<file path="src/rtl/video_timing_pkg.sv">
// Raster timing constants and count helpers shared by the counter stage and the decode stage.
package video_timing_pkg;

  localparam int CNT_W = 9;

  localparam int unsigned H_TOTAL      = 384;
  localparam int unsigned H_ACTIVE     = 256;
  localparam int unsigned H_SYNC_START = 288;
  localparam int unsigned H_SYNC_END   = 320;

  localparam int unsigned V_TOTAL      = 262;
  localparam int unsigned V_ACTIVE     = 240;
  localparam int unsigned V_SYNC_START = 244;
  localparam int unsigned V_SYNC_END   = 247;

  // Half-open window: true for win_start <= count < win_end.
  function automatic logic in_window(input logic [CNT_W-1:0] count,
                                     input int unsigned win_start,
                                     input int unsigned win_end);
    return (32'(count) >= win_start) && (32'(count) < win_end);
  endfunction

  // Count the counter will hold after this edge; load clamps to modulus-1.
  function automatic logic [CNT_W-1:0] next_count(input logic [CNT_W-1:0] cur,
                                                  input logic en,
                                                  input logic load,
                                                  input logic [CNT_W-1:0] din,
                                                  input int unsigned modulus);
    logic [CNT_W-1:0] last;
    last = CNT_W'(modulus - 1);
    if (load) return (din > last) ? last : din;
    if (!en) return cur;
    return (cur == last) ? '0 : cur + 1'b1;
  endfunction

endpackage

</file>
<file path="src/rtl/mod_counter.sv">
// Modulo counter with synchronous clamped load; wrap flags the enabled edge that rolls over to 0.
module mod_counter #(
  parameter int WIDTH   = 9,
  parameter int MODULUS = 384
) (
  input  logic             clk,
  input  logic             reset,
  input  logic             en,
  input  logic             load,
  input  logic [WIDTH-1:0] din,
  output logic [WIDTH-1:0] q,
  output logic             wrap
);

  localparam logic [WIDTH-1:0] LAST = WIDTH'(MODULUS - 1);

  logic [WIDTH-1:0] q_q, q_d;

  // A load cycle never reports a wrap, so cascaded stages and strobes stay quiet.
  always_comb begin
    q_d  = q_q;
    wrap = 1'b0;
    if (load) begin
      q_d = (din > LAST) ? LAST : din;
    end else if (en) begin
      if (q_q == LAST) begin
        q_d  = '0;
        wrap = 1'b1;
      end else begin
        q_d = q_q + 1'b1;
      end
    end
  end

  always_ff @(posedge clk or posedge reset) begin
    if (reset) q_q <= '0;
    else       q_q <= q_d;
  end

  assign q = q_q;

endmodule

</file>
<file path="src/rtl/video_timing_decoder.sv">
// Raster timing: cascaded h/v counters plus registered sync/blank decodes and eol/eof strobes.
// Decodes are computed from next-count values so they line up with hcount/vcount each cycle.
module video_timing_decoder
  import video_timing_pkg::*;
(
  input  logic             clk,
  input  logic             reset,
  input  logic             pix_en,
  input  logic             preset,
  input  logic [CNT_W-1:0] preset_h,
  input  logic [CNT_W-1:0] preset_v,
  output logic [CNT_W-1:0] hcount,
  output logic [CNT_W-1:0] vcount,
  output logic             hsync_n,
  output logic             vsync_n,
  output logic             hblank,
  output logic             vblank,
  output logic             blank,
  output logic             eol,
  output logic             eof
);

  logic             h_wrap, v_wrap, v_en;
  logic [CNT_W-1:0] h_nxt, v_nxt;

  logic hsync_n_q, hsync_n_d;
  logic vsync_n_q, vsync_n_d;
  logic hblank_q, hblank_d;
  logic vblank_q, vblank_d;
  logic blank_q, blank_d;
  logic eol_q, eol_d;
  logic eof_q, eof_d;

  assign v_en = h_wrap & pix_en;

  mod_counter #(.WIDTH(CNT_W), .MODULUS(H_TOTAL)) u_hcnt (
    .clk   (clk),
    .reset (reset),
    .en    (pix_en),
    .load  (preset),
    .din   (preset_h),
    .q     (hcount),
    .wrap  (h_wrap)
  );

  mod_counter #(.WIDTH(CNT_W), .MODULUS(V_TOTAL)) u_vcnt (
    .clk   (clk),
    .reset (reset),
    .en    (v_en),
    .load  (preset),
    .din   (preset_v),
    .q     (vcount),
    .wrap  (v_wrap)
  );

  always_comb begin
    h_nxt     = next_count(hcount, pix_en, preset, preset_h, H_TOTAL);
    v_nxt     = next_count(vcount, v_en, preset, preset_v, V_TOTAL);
    hsync_n_d = ~in_window(h_nxt, H_SYNC_START, H_SYNC_END);
    vsync_n_d = ~in_window(v_nxt, V_SYNC_START, V_SYNC_END);
    hblank_d  = (32'(h_nxt) >= H_ACTIVE);
    vblank_d  = (32'(v_nxt) >= V_ACTIVE);
    blank_d   = hblank_d | vblank_d;
    eol_d     = h_wrap;
    eof_d     = h_wrap & v_wrap;
  end

  always_ff @(posedge clk or posedge reset) begin
    if (reset) begin
      hsync_n_q <= 1'b1;
      vsync_n_q <= 1'b1;
      hblank_q  <= 1'b0;
      vblank_q  <= 1'b0;
      blank_q   <= 1'b0;
      eol_q     <= 1'b0;
      eof_q     <= 1'b0;
    end else begin
      hsync_n_q <= hsync_n_d;
      vsync_n_q <= vsync_n_d;
      hblank_q  <= hblank_d;
      vblank_q  <= vblank_d;
      blank_q   <= blank_d;
      eol_q     <= eol_d;
      eof_q     <= eof_d;
    end
  end

  assign hsync_n = hsync_n_q;
  assign vsync_n = vsync_n_q;
  assign hblank  = hblank_q;
  assign vblank  = vblank_q;
  assign blank   = blank_q;
  assign eol     = eol_q;
  assign eof     = eof_q;

endmodule

</file>
<file path="config.mk">
export PLATFORM = sky130hd
export DESIGN_NAME = video_timing_decoder
export DESIGN_NICKNAME = d
export VERILOG_FILES = /design/src/rtl/video_timing_pkg.sv /design/src/rtl/mod_counter.sv /design/src/rtl/video_timing_decoder.sv
export SDC_FILE = /design/constraint.sdc
export NUM_CORES = 1
export LEC_CHECK = 0
export ABC_AREA = 1
export ABC_CLOCK_PERIOD_IN_PS = 2900
export BUFFER_PORTS_ARGS = -buffer_cell sky130_fd_sc_hd__buf_4
export CORE_MARGIN = 2
export CORE_UTILIZATION = 30
export DETAILED_ROUTE_END_ITERATION = 16
export PLACE_DENSITY = 0.48
export SLEW_MARGIN = 5
export SYNTH_ARGS = -nofsm -noshare
export SYNTH_HDL_FRONTEND = slang
export SYNTH_HIERARCHICAL = 1
export SYNTH_SLANG_ARGS = --single-unit
</file>
<file path="constraint.sdc">
create_clock -name clk -period 2.9 [get_ports clk]
set_clock_uncertainty 0.15 [all_clocks]
set_input_delay 0.29 -clock clk [delete_from_list [all_inputs] [get_ports clk]]
set_output_delay 0.29 -clock clk [all_outputs]
set_load 0.005 [all_outputs]
</file>
Word-level counts from Yosys, hierarchy flattened
Index checks and enable logic that the tools add are counted.
{"block": "word_totals", "register_bits": 25, "in_bits": 22, "output_inout_bits": 25, "wordCells": 57}
{"block": "classes", "n_addsub": 2, "n_lt_le_gt_ge": 8, "eq_ne": 2, "n_mux": 27, "n_bitwise": 5, "reduce_logical": 4}
{"cell": "two-way mux 9 bit", "n": 16}
{"cell": "adder 9 x 1 -> 9 bit (second input constant)", "n": 2}
{"cell": "== test 9 bit (second input constant)", "n": 2}
{"cell": "greater-or-equal comparator 9 x 8 -> 1 bit (second input constant)", "n": 2}
{"cell": "greater-or-equal comparator 9 bit (second input constant)", "n": 2}
{"cell": "> comparator 9 bit (second input constant)", "n": 2}
{"cell": "two-way mux 1 bit", "n": 11}
{"cell": "< comparator 9 x 8 -> 1 bit (second input constant)", "n": 1}
{"cell": "< comparator 9 bit (second input constant)", "n": 1}
{"cell": "nonzero test 2 bit", "n": 2}
{"cell": "bitwise AND 1 bit", "n": 2}
{"cell": "logical AND 1 bit", "n": 2}
{"cell": "NOT 1 bit", "n": 2}
{"cell": "bitwise OR 1 bit", "n": 1}

Logic depth before layout (Yosys ltp)
Gate-level depths: netlist (run 1).
{"block": "depth", "depth_word": 12, "depth_mapped": 17, "ltp_nobuf": 17}

Hierarchy
The synthesis (run 1) kept the hierarchy.
{"mod": "video_timing_decoder", "instances": 1, "cells_per_inst": 155, "area_each_um2": 894.6, "seq_area_each_um2": 177.7}
{"mod": "mod_counter at u_vcnt", "instances": 1, "cells_per_inst": 132, "area_each_um2": 814.5, "seq_area_each_um2": 225.2}
{"mod": "mod_counter at u_hcnt", "instances": 1, "cells_per_inst": 90, "area_each_um2": 623.1, "seq_area_each_um2": 225.2}

Least setup slack after synthesis (run 1)
Ideal clock, no wire load.
{"block": "synth_path", "path_kind": "register to register", "from": "register u_hcnt.q_q[0] (netlist: u_hcnt/q[0])", "to": "register blank_q (netlist: blank)", "setup_ps": 126, "arrival_ps": 1981, "required_time_ps": 2624, "path_slack_ps": 643, "path_stages_with_launch": 15, "path_buffers": 0, "synth_period_minus_slack_ps": 2257, "cell_sequence": "dfrtp_1 -> ha_1 -> nand2_1 -> nor2_1 -> nand3_2 -> nor2_1 -> nand2_4 -> nor2_4 -> nand2_1 -> xor2_1 -> nand2_1 -> nand2_1 -> clkinv_1 -> nand2_2 -> nand3_1"}
{"block": "synth_between", "elab_chain_len": 11, "word_cells_on_any_way": 18, "classes_between": "add/sub: 1; order compare: 2; eq/ne: 1; mux: 12; bitwise: 2"}
{"element": "start, declared", "line": "mod_counter.sv:17", "rtl": "logic [WIDTH-1:0] q_q, q_d;"}
{"element": "start signal, assigned", "line": "mod_counter.sv:37", "rtl": "else q_q <= q_d;"}
{"element": "== test 9 bit *", "line": "mod_counter.sv:26", "rtl": "if (q_q == LAST) begin"}
{"element": "two-way mux 1 bit *", "line": "mod_counter.sv:26"}
{"element": "two-way mux 1 bit *", "line": "mod_counter.sv:25", "rtl": "end else if (en) begin"}
{"element": "two-way mux 1 bit *", "line": "mod_counter.sv:23", "rtl": "if (load) begin"}
{"element": "via eol_d", "line": "video_timing_decoder.sv:31", "rtl": "logic eol_q, eol_d;"}
{"element": "bitwise AND 1 bit *", "line": "video_timing_decoder.sv:34", "rtl": "assign v_en = h_wrap & pix_en;"}
{"element": "two-way mux 1 bit (2 in series)", "line": "video_timing_pkg.sv:32", "rtl": "if (!en) return cur;"}
{"element": "two-way mux 9 bit *", "line": "video_timing_pkg.sv:33", "rtl": "return (cur == last) ? '0 : cur + 1'b1;"}
{"element": "two-way mux 9 bit *", "line": "video_timing_pkg.sv:32"}
{"element": "greater-or-equal comparator 9 x 8 -> 1 bit *", "line": "video_timing_decoder.sv:62", "rtl": "vblank_d = (32'(v_nxt) >= V_ACTIVE);"}
{"element": "bitwise OR 1 bit *", "line": "video_timing_decoder.sv:63", "rtl": "blank_d = hblank_d | vblank_d;"}
{"element": "via blank_d", "line": "video_timing_decoder.sv:30", "rtl": "logic blank_q, blank_d;"}
{"element": "end signal, assigned", "line": "video_timing_decoder.sv:82", "rtl": "blank_q <= blank_d;"}
{"element": "end, declared", "line": "video_timing_decoder.sv:30"}
Mark *: on every way through the listed nets, which the timed path passes. The rest lies on a longest branch. The select of a mux whose other input is x is not followed.
A chain may end at the register's enable or synchronous reset.

Worst setup path in the final report (run 1)
{"block": "layout_path", "from": "register u_hcnt.q_q[0] (netlist: u_hcnt/q[0])", "to": "register vsync_n_q (netlist: vsync_n)"}
{"block": "layout_between", "elab_chain_len": 12, "word_cells_on_any_way": 14, "classes_between": "order compare: 2; eq/ne: 1; mux: 8; bitwise: 2; reduce/logical: 1"}
{"element": "== test 9 bit *", "line": "mod_counter.sv:26"}
{"element": "two-way mux 1 bit *", "line": "mod_counter.sv:26"}
{"element": "two-way mux 1 bit *", "line": "mod_counter.sv:25"}
{"element": "two-way mux 1 bit *", "line": "mod_counter.sv:23"}
{"element": "via eol_d", "line": "video_timing_decoder.sv:31"}
{"element": "bitwise AND 1 bit *", "line": "video_timing_decoder.sv:34"}
{"element": "via v_en", "line": "video_timing_decoder.sv:23", "rtl": "logic h_wrap, v_wrap, v_en;"}
{"element": "two-way mux 1 bit (2 in series)", "line": "video_timing_pkg.sv:32"}
{"element": "two-way mux 9 bit *", "line": "video_timing_pkg.sv:33"}
{"element": "two-way mux 9 bit *", "line": "video_timing_pkg.sv:32"}
{"element": "greater-or-equal comparator 9 x 8 -> 1 bit / < comparator 9 x 8 -> 1 bit (equally long branches)", "line": "video_timing_pkg.sv:20", "rtl": "return (32'(count) >= win_start) && (32'(count) < win_end);"}
{"element": "logical AND 1 bit *", "line": "video_timing_pkg.sv:20"}
{"element": "NOT 1 bit *", "line": "video_timing_decoder.sv:60", "rtl": "vsync_n_d = ~in_window(v_nxt, V_SYNC_START, V_SYNC_END);"}
{"element": "via vsync_n_d", "line": "video_timing_decoder.sv:27", "rtl": "logic vsync_n_q, vsync_n_d;"}
{"element": "end signal, assigned", "line": "video_timing_decoder.sv:79", "rtl": "vsync_n_q <= vsync_n_d;"}
{"element": "end, declared", "line": "video_timing_decoder.sv:27"}
Marks and branches as above.

==> results_dict.tcl, run 1 <==
set metrics [dict create \
    outcome "finished clean" \
    numCtsBuffers 3 \
    synth_flop_cell "dfrtp_1" \
    max_freq_ghz 0.4004 \
    grt_pass1_wl_mm 11.22 \
    start_kind "flop" \
    wl_mm 6.623 \
    fin_tns_setup_ns 0 \
    nets 456 \
    area_delta_synth_final_pct 22.00 \
    track_usage_pct 16.28 \
    die_w_um 92.17 \
    arrival_ns 2.56 \
    worstSetupEndpointType "flop" \
    vias 2490 \
    antenna_cells 0 \
    rsz0062_at_grt "false" \
    hold_viol_final 0 \
    synthMuxAreaShare_pct 0 \
    cap_violations 0 \
    grtUsageMet3_pct 2.629 \
    io_pins 47 \
    min_path_type "in2reg" \
    tritoncts "yes" \
    die_area_um2 8495 \
    ys_async_sr_fraction_pct 100.0 \
    numPortBuffers 46 \
    vias_per_cell 4.707 \
    final_cell_count_no_fill 529 \
    cts.sinks 25 \
    fin_area_um2 2845 \
    multi_input_area_um2 1409 \
    critPathKind "reg2reg" \
    post-place-cells 524 \
    netlist_area_um2 2332 \
    initial_core_util_pct 30.50 \
    gp_congestion 0.8729 \
    path_clk_slew_ns 0.09 \
    swShare_pct 38.22 \
    synthDistinctLibCells 35 \
    antenna_found_initial 0 \
    finalCritPeriodShare_pct 86.11 \
    worstSkewPairLatency_ns 0.27 \
    cts-htree-levels 1 \
    yosys_warnings 6 \
    clockRootBuffer "clkbuf_8" \
    die_h_um 92.17 \
    clkPwrFrac_pct 20.3 \
    tightest_slew_ns 0.4579 \
    synth_top_family_by_area "simple AND/OR/NAND/NOR gates" \
    drtAntennaViolNets 0 \
    final_common_cell "nand2_1" \
    p_comb_share_pct 35.2 \
    grt_start_max_net_pins 31 \
    p_per_area_nw_per_um2 364.9 \
    dr.first_iter.drc_count 126 \
    placed_area_um2 2790 \
    drcViolationCount 0 \
    max_slew_margin_pct 69.47 \
    intPower_mw 0.6414 \
    grt_use_met1_pct 24.22 \
    cp.required_ns 2.96 \
    synth_compound_area_share_pct 10.30 \
    yosysSeqAreaShare_pct 26.93 \
    synthXorXnorAreaFrac_pct 1.127 \
    critPathMaxFanout 11 \
    yosys.area_share.simple_pct 45.76 \
    setup_violations 0 \
    grtUsageMet2_pct 25.31 \
    register_area_um2 628.1 \
    maxSlewViolCount 0 \
    hpwlAfterDp_mm 5.238 \
    fp-row-count 32 \
    vdd.ir_drop.worst_mv 0.1668 \
    syn-instance-count 377 \
    post_cts_resized 0 \
    dr.pass1.iters 4 \
    drive_gt1_share_pct 19.20 \
    ys_seq_elements 25 \
    synthesis.nets 405 \
    placeableCoreArea_um2 7647 \
    grt_pass1_vias 2317 \
    clockBufferDepth 2 \
    seq_power_share_pct 44.5 \
    gr-total-overflow 0 \
    top_usage_layer "met2" \
    synthAdderAreaFrac_pct 3.219 \
    syn_area_per_cell_um2 6.186 \
    switchingPower_mw 0.3968 \
    setup_slack_ns 0.4028 \
    leakage_nw 1.519 \
    min_period_ns 2.497 \
    nFillCells 853 \
    synth_edf_count 0 \
    wl_per_cell_um 12.52 \
    dp_worst_setup_slack_ns 0.4056 \
    final_cell_mix "nand2_1, inv_1, buf_4, nand3_1, nor2_1" \
]
[final cells by class]
type                    instances  area share, %
multi-input cells             280          49.52
flip-flops and latches         25          22.08
repair buffers                 49          13.02
inverters                      69          9.323
well taps                     102          4.485
clock buffers                   4          1.583
[layer usage]
layer / vias to the layer above / part of all wire [%]
met5: - / 0
met4: 0 / 0.47
met3: 2 / 4.5
met2: 56 / 44
met1: 1128 / 51
li1: 1304 / -
[power by group through the flow]
stage | clock network, mW | registers [mW] | logic (mW)
after detailed placement | 0 | 0.469 | 0.366
after global routing | 0.237 | 0.472 | 0.418
final | 0.210 | 0.462 | 0.366
after floorplan | 0 | 0.450 | 0.221
after CTS | 0.224 | 0.462 | 0.369
after global placement | 0 | 0.469 | 0.372
[path summary, 6_finish.rpt]
check	start	end	slack (ns)	depth (start not counted)
setup / recovery	u_hcnt/q[0]$_DFFE_PP0P_	vsync_n$_DFF_PP1_	0.40	16
hold reg to reg	u_hcnt/q[1]$_DFFE_PP0P_	u_hcnt/q[1]$_DFFE_PP0P_	0.48	2
min in group asynchronous	reset	eof$_DFF_PP0_	0.37	3
max in group asynchronous	reset	u_hcnt/q[5]$_DFFE_PP0P_	1.91	3
setup reg to reg	u_hcnt/q[0]$_DFFE_PP0P_	vsync_n$_DFF_PP1_	0.40	16
hold / removal	preset_h[3]	u_hcnt/q[3]$_DFFE_PP0P_	0.11	3
[worst max-delay path, stage by stage (launching register included)]
cell	delay (ns)
dfrtp_1	0.46
ha_1	0.23
nand2_1	0.09
nor2_1	0.15
nand3_2	0.13
nor2_1	0.31
nand2_4	0.14
clkinv_4	0.13
nand2_1	0.08
nand2_1	0.06
nand2_1	0.06
nand3_1	0.06
nand2_1	0.05
nor2_1	0.11
nand2_1	0.08
nor2_2	0.09
nand2_1	0.05
[flip-flops by register name, indices dropped and copies added (netlist names)]
register  cells
blank         1
u_hcnt/q      9
eol           1
u_vcnt/q      9
eof           1
hblank        1
hsync_n       1
vblank        1
vsync_n       1
[per-stage QoR]
step | util, % | total power, mW | hold WS (ns)
after global routing | 37.21 | 1.126 | 0.1282
after CTS | 37.21 | 1.055 | 0.1046
after detailed placement | 36.49 | 0.8347 | 0.1196
after global placement | 36.49 | 0.8413 | 0.1158
after floorplan | - | 0.6714 | -0.05805
final | 37.21 | 1.038 | 0.1074
[synthesized netlist by cell type (2+ instances only)]
library cell	number	share of area (%)
nand2_1	117	19
nand3_1	40	8.6
nor2_1	36	5.8
a31o_2	2	0.75
nand4_1	12	3.2
inv_1	64	10
nand3_2	5	2.1
o21ai_1	3	0.64
a22oi_1	2	0.64
o21ai_0	21	4.5
nand2_2	6	1.6
dfrtp_1	23	25
inv_2	2	0.32
dfstp_2	2	2.3
nand3b_1	3	0.97
a21oi_1	5	1.1
xor2_1	3	1.1
buf_6	2	0.97
nor2_2	2	0.54
ha_1	6	3.2
o211ai_1	2	0.64
nor2_4	5	2.4
o21ai_2	2	0.75
[kinds of logic after synthesis]
family	after synthesis
buffers and inverters	72
and+or+nand+nor	230
DFF	25
AOI/OAI and AO/OA	41
adders and majority gates	6
xor gates and xnor gates	3
[timing repair]
item | CTS | global route
setup buffers | 0 | 0
hold buffers | 1 | 0
hold endpoints to repair | 23 | 0
No activity file was read; power rests on OpenSTA's default activity.
==> inputs of run 2 (changes only) <==
- ABC_CLOCK_PERIOD_IN_PS: 2900 -> 2620
- clock period: 2.9 -> 2.62 ns (I/O delays scaled with it)
==> run 2 against run 1 <==
Effect of this change: total power increased by 13%; clock-buffer cell count unchanged; register-to-register slack got worse by 0.11 ns; first-iteration DRC count decreased by 3.2%; sequential power increased by 8.9%; die area unchanged; cell area increased by 1.1%; worst hold slack got worse by 0.029 ns; critical path depth decreased by 2; global-route usage increased by 0.23 points.
==> results_dict.tcl, run 2 (synthesized netlist as in run 1, its figures left out) <==
set metrics [dict create \
    path_clk_slew_ns 0.10 \
    p_comb_share_pct 36.2 \
    io_pins 47 \
    nFillCells 851 \
    tightest_slew_ns 0.4954 \
    intPower_mw 0.7172 \
    crit-reg2reg-capture "blank$_DFF_PP0_" \
    grt_pass1_vias 2364 \
    placeableCoreArea_um2 7647 \
    fin_tns_setup_ns 0 \
    wl_per_cell_um 12.69 \
    power_mw 1.169 \
    cts-htree-levels 1 \
    setup_violations 0 \
    final_cell_count_no_fill 532 \
    min_path_type "in2reg" \
    finalCritPeriodShare_pct 88.98 \
    max_freq_ghz 0.4289 \
    switchingPower_mw 0.4517 \
    fin_area_um2 2875 \
    worstSkewPairLatency_ns 0.27 \
    maxSlewViolCount 0 \
    final_common_cell "nand2_1" \
    startpoint "u_hcnt/q[1]$_DFFE_PP0P_" \
    reg2reg_depth 14 \
    cap_violations 0 \
    critPathMaxFanout 6 \
    multi_input_area_um2 1416 \
    p_per_area_nw_per_um2 406.5 \
    hold_depth 3 \
    grt_start_max_net_pins 31 \
    gp_congestion 0.8742 \
    dr.pass1.iters 4 \
    final_cell_mix "nand2_1, inv_1, buf_4, nand3_1, nor2_1" \
    drtAntennaViolNets 0 \
    track_usage_pct 16.51 \
    hold-path-endpoint "u_hcnt/q[2]$_DFFE_PP0P_" \
    setup_slack_ns 0.2887 \
    reg2reg_slack_ns 0.29 \
    area_delta_synth_final_pct 23.28 \
    swShare_pct 38.65 \
    hold_ws_ns 0.07884 \
    hold_viol_final 0 \
    cts.sinks 25 \
    numPortBuffers 46 \
    register_area_um2 628.1 \
    nets 459 \
    initial_core_util_pct 30.50 \
    antenna_found_initial 0 \
    rsz0062_at_grt "false" \
    seq_power_share_pct 43.0 \
    die_area_um2 8495 \
    hpwlAfterDp_mm 5.317 \
    vdd.ir_drop.worst_mv 0.2058 \
    wl_mm 6.751 \
    dp_worst_setup_slack_ns 0.1167 \
    critPathKind "reg2reg" \
    start_kind "flop" \
    placed_area_um2 2813 \
    arrival_ns 2.34 \
    dr.first_iter.drc_count 122 \
    worstSetupEndpointType "flop" \
    die_w_um 92.17 \
    finalCoreUtilization_pct 37.60 \
    clkPwrFrac_pct 20.7 \
    grt_pass1_wl_mm 11.43 \
    fp-row-count 32 \
    max_slew_margin_pct 66.97 \
    leakage_nw 1.534 \
    tritoncts "yes" \
    drcViolationCount 0 \
    cp.required_ns 2.63 \
    antenna_cells 0 \
    min_period_ns 2.331 \
    gr-total-overflow 0 \
    r2r-start "u_hcnt/q[1]$_DFFE_PP0P_" \
    cts_setup_buffers 0 \
    numCtsBuffers 3 \
    vias_per_cell 4.789 \
    die_h_um 92.17 \
    outcome "finished clean" \
    clockBufferDepth 2 \
    vias 2548 \
    drive_gt1_share_pct 20.00 \
    clockRootBuffer "clkbuf_8" \
    hold_start "preset_h[2]" \
    post-place-cells 527 \
]
-- run 2: cell count changes in the layout (fill, tap and decap cells not counted), sizes merged --
| cell | before | now |
|---|---|---|
| buf | 48 | 51 |
-- run 2: repair_timing --
| action | 4_1_cts | 5_1_grt |
|---|---|---|
| hold buffers | 1 | 0 |
| endpoints found under the setup margin | 0 | 3 |
| gates resized for setup | 0 | 2 |
| hold endpoints to repair | 23 | 0 |
-- run 2: layout make-up --
class	instances	area share, %
repair buffers	52	13.66
clock buffers	4	1.567
multi-input cells	280	49.26
well taps	102	4.439
flip-flops and latches	25	21.85
inverters	69	9.225
-- run 2: critical path: stages (launching register included) --
cell	delay (ns)
dfrtp_1	0.45
ha_1	0.22
nand2_1	0.09
nor2_1	0.14
nand3_2	0.15
nor2_4	0.18
nand2_4	0.11
nor2_4	0.13
nand2_1	0.07
xor2_1	0.15
nand2_1	0.07
nand2_1	0.08
clkinv_1	0.07
nand2_2	0.09
nand3_1	0.07
-- run 2: worst max-delay path by stage --
stage	to	slack [ns]	cells after the start
6_report	blank$_DFF_PP0_	0.29	14
5_1_grt	blank$_DFF_PP0_	0.03	14
4_1_cts	blank$_DFF_PP0_	0.1	14
3_5_place_dp	blank$_DFF_PP0_	0.12	14
3_3_place_gp	blank$_DFF_PP0_	0.22	14
2_1_floorplan	blank$_DFF_PP0_	0.36	14
-- run 2: power groups by stage --
stage	logic, mW	clock network, mW	registers, mW
final	0.423	0.242	0.503
after global routing	0.485	0.277	0.511
after CTS	0.427	0.254	0.502
after detailed placement	0.423	0	0.509
after global placement	0.427	0	0.510
after floorplan	0.245	0	0.498
-- run 2: per-layer routing --
layer / track usage (%) / vias to the layer above / share of wire [%]
li1: - / 1306 / -
met1: 24.33 / 1180 / 52
met2: 26.10 / 60 / 44
met3: 2.136 / 2 / 3.9
met4: 2.736 / 0 / 0.31
met5: 0 / - / 0
